**config.mk**
```make
export PLATFORM = sky130hd
export DESIGN_NAME = yolo_out_packer
export DESIGN_NICKNAME = d
export VERILOG_FILES = /design/src/rtl/yolo_out_packer.sv
export SDC_FILE = /design/constraint.sdc
export NUM_CORES = 1
export LEC_CHECK = 0
export ABC_AREA = 1
export CAP_MARGIN = 0
export CORE_UTILIZATION = 40
export CTS_CLUSTER_SIZE = 16
export DETAILED_ROUTE_END_ITERATION = 8
export GPL_TIMING_DRIVEN = 0
export PLACE_DENSITY = 0.65
export SYNTH_ARGS = -nofsm -noshare
export SYNTH_HDL_FRONTEND = slang
export SYNTH_SLANG_ARGS = --single-unit
export TNS_END_PERCENT = 5
```
**constraint.sdc**
```tcl
create_clock -name clk -period 5.7 [get_ports clk]
set_input_delay 1.14 -clock clk [delete_from_list [all_inputs] [get_ports clk]]
set_output_delay 1.14 -clock clk [all_outputs]
set_load 0.02 [all_outputs]
```
**src/rtl/yolo_out_packer.sv**
```systemverilog
// rtl/yolo_out_packer.sv - Saturating result packer with word FIFO and addressed write-out
// Packs saturated datapath results into memory words and streams them out with addresses and strobes.
module yolo_out_packer #(
  parameter int DATAPATH_W = 32,
  parameter int ELEM_W     = 16,
  parameter int PACK       = 4,
  parameter int FIFO_DEPTH = 4,
  parameter int ADDR_W     = 32,
  parameter int LEN_W      = 16
) (
  input  logic                       clk,
  input  logic                       rst,
  input  logic                       run,
  input  logic [ADDR_W-1:0]          addr_base,
  input  logic [LEN_W-1:0]           len,
  output logic                       done,
  input  logic                       in_valid,
  input  logic [DATAPATH_W-1:0]      in_data,
  output logic                       in_ready,
  output logic                       m_valid,
  input  logic                       m_ready,
  output logic [ADDR_W-1:0]          m_addr,
  output logic [PACK*ELEM_W-1:0]     m_data,
  output logic [PACK*ELEM_W/8-1:0]   m_strb
);

  localparam int WORD_W = PACK * ELEM_W;
  localparam int STRB_W = WORD_W / 8;
  localparam int BPE    = ELEM_W / 8;
  localparam int LANE_W = (PACK > 1) ? $clog2(PACK) : 1;
  localparam int PTR_W  = $clog2(FIFO_DEPTH) + 1;
  localparam int IDX_W  = PTR_W - 1;

  localparam logic signed [DATAPATH_W-1:0] SAT_MAX = {{(DATAPATH_W-ELEM_W+1){1'b0}}, {(ELEM_W-1){1'b1}}};
  localparam logic signed [DATAPATH_W-1:0] SAT_MIN = {{(DATAPATH_W-ELEM_W+1){1'b1}}, {(ELEM_W-1){1'b0}}};

  typedef enum logic [1:0] {S_IDLE, S_RUN, S_DRAIN} state_t;

  state_t              state_q, state_d;
  logic [ADDR_W-1:0]   addr_q, addr_d;
  logic [LEN_W-1:0]    rem_q, rem_d;
  logic [LANE_W-1:0]   lane_q, lane_d;
  logic [WORD_W-1:0]   pack_q, pack_d;
  logic                done_q, done_d;
  logic [PTR_W-1:0]    wr_q, wr_d, rd_q, rd_d;

  logic [WORD_W-1:0]   fifo_data [FIFO_DEPTH];
  logic [STRB_W-1:0]   fifo_strb [FIFO_DEPTH];

  logic [PTR_W-1:0]    fifo_cnt;
  logic                fifo_empty;
  logic                accept, last_elem, push, pop, drain_done;
  logic [ELEM_W-1:0]   sat_elem;
  logic [WORD_W-1:0]   pack_word;
  logic [STRB_W-1:0]   strb_word;

  assign fifo_cnt   = wr_q - rd_q;
  assign fifo_empty = (fifo_cnt == '0);
  assign accept     = in_valid && in_ready;
  assign last_elem  = (rem_q == LEN_W'(1));
  assign push       = accept && ((lane_q == LANE_W'(PACK - 1)) || last_elem);
  assign pop        = m_valid && m_ready;
  assign drain_done = fifo_empty || ((fifo_cnt == PTR_W'(1)) && pop);

  assign sat_elem = ($signed(in_data) > SAT_MAX) ? SAT_MAX[ELEM_W-1:0] :
                    ($signed(in_data) < SAT_MIN) ? SAT_MIN[ELEM_W-1:0] :
                    in_data[ELEM_W-1:0];

  // The word pushed includes the element accepted this cycle; unfilled lanes stay zero.
  always_comb begin
    pack_word = pack_q;
    pack_word[int'(lane_q)*ELEM_W +: ELEM_W] = sat_elem;
    strb_word = '0;
    for (int i = 0; i < PACK; i++) begin
      if (i <= int'(lane_q)) strb_word[i*BPE +: BPE] = {BPE{1'b1}};
    end
  end

  always_ff @(posedge clk or posedge rst) begin
    if (rst) state_q <= S_IDLE;
    else     state_q <= state_d;
  end

  always_comb begin
    state_d = state_q;
    case (state_q)
      S_IDLE:  if (run) state_d = (len == '0) ? S_DRAIN : S_RUN;
      S_RUN:   if (push && last_elem) state_d = S_DRAIN;
      S_DRAIN: if (drain_done) state_d = S_IDLE;
      default: state_d = S_IDLE;
    endcase
  end

  always_comb begin
    in_ready = (state_q == S_RUN) && (fifo_cnt < PTR_W'(FIFO_DEPTH));
  end

  always_comb begin
    addr_d = addr_q;
    rem_d  = rem_q;
    lane_d = lane_q;
    pack_d = pack_q;
    done_d = done_q;
    wr_d   = wr_q;
    rd_d   = rd_q;
    if ((state_q == S_IDLE) && run) begin
      addr_d = addr_base;
      rem_d  = len;
      lane_d = '0;
      pack_d = '0;
      done_d = 1'b0;
    end
    if (accept) begin
      rem_d = rem_q - LEN_W'(1);
      if (push) begin
        lane_d = '0;
        pack_d = '0;
        wr_d   = wr_q + PTR_W'(1);
      end else begin
        lane_d = lane_q + LANE_W'(1);
        pack_d = pack_word;
      end
    end
    if (pop) begin
      rd_d   = rd_q + PTR_W'(1);
      addr_d = addr_q + ADDR_W'(1);
    end
    if ((state_q == S_DRAIN) && drain_done) done_d = 1'b1;
  end

  always_ff @(posedge clk or posedge rst) begin
    if (rst) begin
      addr_q <= '0;
      rem_q  <= '0;
      lane_q <= '0;
      pack_q <= '0;
      done_q <= 1'b0;
      wr_q   <= '0;
      rd_q   <= '0;
    end else begin
      addr_q <= addr_d;
      rem_q  <= rem_d;
      lane_q <= lane_d;
      pack_q <= pack_d;
      done_q <= done_d;
      wr_q   <= wr_d;
      rd_q   <= rd_d;
    end
  end

  // Storage needs no reset: the pointers alone define which entries are live.
  always_ff @(posedge clk) begin
    if (push) begin
      fifo_data[wr_q[IDX_W-1:0]] <= pack_word;
      fifo_strb[wr_q[IDX_W-1:0]] <= strb_word;
    end
  end

  assign done    = done_q;
  assign m_valid = !fifo_empty;
  assign m_addr  = addr_q;
  assign m_data  = fifo_empty ? '0 : fifo_data[rd_q[IDX_W-1:0]];
  assign m_strb  = fifo_empty ? '0 : fifo_strb[rd_q[IDX_W-1:0]];

endmodule

```
==> flow_summary.ini, run 1 <==
[sta]
setup_viol = 0
tightestPinTransition_ps = 901
period_minus_slack_ps = 5240
max_freq_mhz = 191
max-slew-margin-rel = 0.400
hold_viol_final = 0
fin_crit_sh = 0.920
slew_viol_final = 0
rsz0062_at_grt = false
clock_skew_ps = 11.8

[cts]
cts_resized = 0
h-tree-depth = 2
cts_hold_buf = 0
root_buffer = clkbuf_16
clk_latency_ps = 560
clkTransAtPathRegs_ps = 60
post_cts_buffers = 0
cts_buffers = 42
cts_tree = yes
clock_path_buffers = 3
clkSinkCount = 391

[yosys]
synth_top_area_frac = 0.442
netlist_top_cells_count = nand2_1 (624), nor2_1 (284), edfxtp_1 (268)
synth-seq-cells = 391
synth_edf_count = 268
synthCells = 1957
synthArstFlopShare = 0.315
synth_ff_type = edfxtp_1
yosys.area.top_type = edfxtp_1
ys_seq_area_frac = 0.611
synthesis.area_um2 = 18200
yosysUniqueCellTypes = 34
syn_avg_cell_area_um2 = 9.30
syn-num-nets = 2059
synthTopCellsByArea = edfxtp_1 (44%), dfrtp_1 (17%), nand2_1 (13%)
synth_warnings = 0
synth.most_common_cell = nand2_1

[setup_path]
slowest_stage = clkbuf_1
r2r-end = fifo_data[2][54]
ff2ff_setup_slack_ps = 1750
path_delay_family = buffers and inverters
path_cells = inv_1 -> ha_1 -> fa_1 -> xor2_1 -> xor2_1 -> nand3_2 -> clkbuf_1 -> clkbuf_1 -> nand2_1 -> inv_1 -> clkdlybuf4s50_1
worstSetupEndpointType = primary output
cpPeakStageDelay_ps = 630
cp_num_buf_inv = 5
critPathKind = register to primary output
reg2reg_depth = 9
crit_path_start_kind = register
worstPathMaxFanout = 10
worstPathRequired_ps = 4560
r2r_start = wr_q[0]
arrival_ps = 4100

[pwr]
peakVddDrop_mv = 0.282
power_density_nw_per_um2 = 533
p_leak_uw = 0.00970

[hold_path]
min_path_type = register to register
worst_hold_path.num_cells = 2
hold_end = pack_q[53]
hp-start = pack_q[53]

[placement]
postPlaceCellArea_um2 = 21100
detailed_place_hpwl_um = 34700
finalWeightedCongestion = 0.898
io_buffers = 191
placed_cells = 2749

[detailed_routing]
vias_per_cell = 5.18
first_pass_iters = 7
antenna_left = 0
wl_um = 50600
wire_per_inst_um = 17.9
drt_iter0_markers = 1210
drc = 0
detailroute.via_count = 14621

[grt]
first_global_vias = 14399
overflow = 0
grtUsageTotal = 0.219
grt_pass1_wl_um = 79400
antenna_found_initial = 0
grt_max_degree = 87

[final_layout]
n_antenna_cell = 0
nets = 2303
final_cells = 2825
fin_area_um2 = 22400
area_growth_pct = 23.1
drive_above_1_share = 0.0537

[floorplan]
rows = 77
fp.dieH_um = 215
start_util = 0.409
fp.dieW_um = 215
die_area_um2 = 46400
core_area_um2 = 44500
io_pins = 192

[job]
maxCapViolations = 0

[outcome]
status = finished clean
-- flip-flops by register name, summed over array words and instances, names as in the netlist --
| register | flops |
|---|---|
| fifo_data | 256 |
| wr_q | 3 |
| rd_q | 3 |
| rem_q | 16 |
| m_addr | 32 |
| pack_q | 64 |
| lane_q | 2 |
| state_q | 2 |
| done | 1 |
| fifo_strb | 12 |
-- area by class of cell --
cell class,count,area [um^2]
buffer,105,484
clock buffer,59,1200
clock inverter,17,143
fill,4005,22100
inverter,152,576
multi-input combinational,1309,6050
sequential,391,11100
tap,592,741
timing repair buffer,200,2100
-- worst max-delay path by stage --
stage,start,end,slack (ps),cells after the start
4_1_cts,wr_q[0],m_data[45],440,11
2_1_floorplan,wr_q[0],fifo_data[0][0],420,8
5_1_grt,wr_q[0],m_data[44],200,11
3_3_place_gp,in_valid,fifo_data[0][38],-2820,5
3_5_place_dp,wr_q[0],m_data[41],1060,11
6_report,wr_q[0],m_data[45],460,11
-- per-layer routing --
layer	vias to the layer above	share of wire	GRT usage
li1	6991	-	-
met1	7006	0.42	0.290
met2	529	0.48	0.365
met3	95	0.067	0.0371
met4	0	0.028	0.0733
met5	-	0	0
-- power by group --
part	switching (uW)	internal [uW]
clock network	1110	1560
registers	306	3440
logic	3530	2000
-- placed cells by master (no fill, tap or decap), drive strengths merged --
cell	count
o211ai	6
nand4	36
clkdlybuf4s50	191
dfrtp	123
clkinv	14
nand2	628
buf	50
nor4	4
clkinvlp	1
nor3	24
inv	152
o22ai	2
a21oi	14
edfxtp	268
xor2	23
or2	2
o21ai	129
ha	16
clkbuf	123
xnor2	6
a22oi	4
nor2	284
nand3	56
bufinv	2
nor3b	1
a21boi	1
nand3b	5
fa	1
o32ai	67
-- kinds of logic (layout without fill, tap and decap cells) --
group	Yosys count	after routing	share of synthesized area
xor gates and xnor gates	29	29	0.0140
adders and majority gates	17	17	0.0121
AOI/OAI and AO/OA	223	223	0.0768
and+or+nand+nor	1040	1040	0.228
buffers and inverters	257	533	0.0579
DFF	391	391	0.611
-- tightest hold or removal path: stages, from the launching register on --
cell and delay, ps:
dfrtp_1 340, nand2_1 60, nand2_1 50
-- through the flow --
stage / setup WS, ps / power, uW / TNS [ps] / utilization / hold WS (ps)
after floorplan: 419 / 6990 / 0 / - / 449
after global placement: -2820 / 9250 / -848730 / 0.469 / 461
after detailed placement: 1060 / 9340 / 0 / 0.474 / 465
after CTS: 443 / 12000 / 0 / 0.504 / 481
after global routing: 198 / 12700 / 0 / 0.504 / 498
final: 457 / 11900 / 0 / 0.504 / 480
Power figures use the tool's default switching activity.
==> run 2, diff against run 1 <==
--- a/config.mk
+++ b/config.mk
@@ -6,12 +6,10 @@
 export NUM_CORES = 1
 export LEC_CHECK = 0
 export ABC_AREA = 1
-export CAP_MARGIN = 0
 export CORE_UTILIZATION = 40
-export CTS_CLUSTER_SIZE = 16
 export DETAILED_ROUTE_END_ITERATION = 8
 export GPL_TIMING_DRIVEN = 0
-export PLACE_DENSITY = 0.65
+export PLACE_DENSITY = 0.6
 export SYNTH_ARGS = -nofsm -noshare
 export SYNTH_HDL_FRONTEND = slang
 export SYNTH_SLANG_ARGS = --single-unit
==> flow_summary.ini, run 2 (synthesized netlist as in run 1, its figures left out) <==
[detailed_routing]
drc = 0
drt_iter0_markers = 1268
first_pass_iters = 5
antenna_left = 0
wire_per_inst_um = 18.4
vias_per_cell = 5.17
detailroute.via_count = 14608
wl_um = 51900

[job]
maxCapViolations = 0

[setup_path]
worstSetupEndpointType = primary output
critPathLaunch = wr_q[0]
worstPathMaxFanout = 10
r2r_start = wr_q[0]
arrival_ps = 4060
worstPathRequired_ps = 4560
crit_path_start_kind = register
critPathKind = register to primary output

[placement]
placed_cells = 2749
io_buffers = 191
finalWeightedCongestion = 0.912
preCtsSetupSlack_ps = 1010
detailed_place_hpwl_um = 35400

[final_layout]
final_cells = 2827
utilization = 0.503
drive_above_1_share = 0.0519
most-common-layout-cells = nand2_1 (624), nor2_1 (280), edfxtp_1 (268)
largest_reg_flops = 256
area_growth_pct = 23.0
nets = 2303
final_common_cell = nand2_1

[floorplan]
start_util = 0.409
rows = 77
io_pins = 192
fp.dieH_um = 215
die_area_um2 = 46400
fp.dieW_um = 215
core_area_um2 = 44500

[grt]
grt_max_degree = 80
first_global_vias = 14456
grt_pass1_wl_um = 80900
grtUsageTotal = 0.225
overflow = 0
antenna_found_initial = 1

[cts]
cts_hold_buf = 0
clkTransAtPathRegs_ps = 60
cts_resized = 0
clk_latency_ps = 580
cts_tree = yes
cts_buffers = 42
h-tree-depth = 2
post_cts_buffers = 0
root_buffer = clkbuf_16
clock_path_buffers = 3
clkSinkCount = 391

[sta]
max_freq_mhz = 192
slew_viol_final = 0
timing.final.ws_setup_ps = 498
max-slew-margin-rel = 0.376
fin_crit_sh = 0.913
hold_viol_final = 0
setup_viol = 0
rsz0062_at_grt = false
clock_skew_ps = 22.7
tightestPinTransition_ps = 936
period_minus_slack_ps = 5200
whs_ps = 477

[pwr]
power_density_nw_per_um2 = 533
p_leak_uw = 0.00967
peakVddDrop_mv = 0.350

[hold_path]
hp-start = pack_q[2]
min_path_type = register to register

[outcome]
status = finished clean
==> run 2: changes by cell type in the layout (fill, tap and decap cells not counted), sizes merged <==
| cell | previous run | this run |
|---|---|---|
| inv | 152 | 153 |
| diode | 0 | 1 |
| clkinvlp | 1 | 2 |
| clkbuf | 123 | 117 |
| bufinv | 2 | 3 |
| clkinv | 14 | 18 |
==> run 2: path summary, 6_finish.rpt <==
check	to	slack (ps)	depth (start not counted)
setup reg to reg	fifo_data[0][23]	1740	9
hold / removal	pack_q[2]	480	2
hold reg to reg	pack_q[2]	480	2
min in group asynchronous	pack_q[44]	1000	2
setup / recovery	m_data[54]	500	11
max in group asynchronous	rem_q[5]	3920	3
==> run 2: power breakdown <==
part	leakage [uW]	total, uW	internal [uW]	switching, uW
clock network	0.000642	2640	1510	1130
logic	0.00478	5570	2000	3560
registers	0.00425	3740	3440	302
total	0.00967	11900	6950	4990
==> run 2: metal layers <==
metal | part of all wire | vias to the layer above | GRT usage
li1 | - | 7004 | -
met1 | 0.44 | 7033 | 0.304
met2 | 0.47 | 482 | 0.368
met3 | 0.060 | 89 | 0.0337
met4 | 0.031 | 0 | 0.0842
met5 | 0 | - | 0
==> run 2: through the flow <==
stage | instance area [um^2] | total power, uW | setup TNS, ps
floorplan | 18200 | 6990 | 0
global placement | 20900 | 9290 | -864500
detailed placement | 21100 | 9360 | 0
CTS | 22400 | 12000 | 0
global route | 22400 | 12700 | 0
finish | 22400 | 11900 | 0
==> run 2: cell type report <==
type / instances / area (um^2)
tap: 592 / 741
inverter: 152 / 576
clock inverter: 24 / 214
timing repair buffer: 200 / 2100
multi-input combinational: 1309 / 6050
buffer: 105 / 484
fill: 4108 / 22100
sequential: 391 / 11100
clock buffer: 53 / 1100
antenna: 1 / 2.50
==> run 2: critical path: stages (launching register included) <==
cell and delay [ps]:
dfrtp_1 380, inv_1 110, ha_1 220, fa_1 390, xor2_1 260, xor2_1 140
nand3_2 250, clkbuf_1 560, buf_1 390, nand2_1 110, inv_1 70, clkdlybuf4s50_1 610
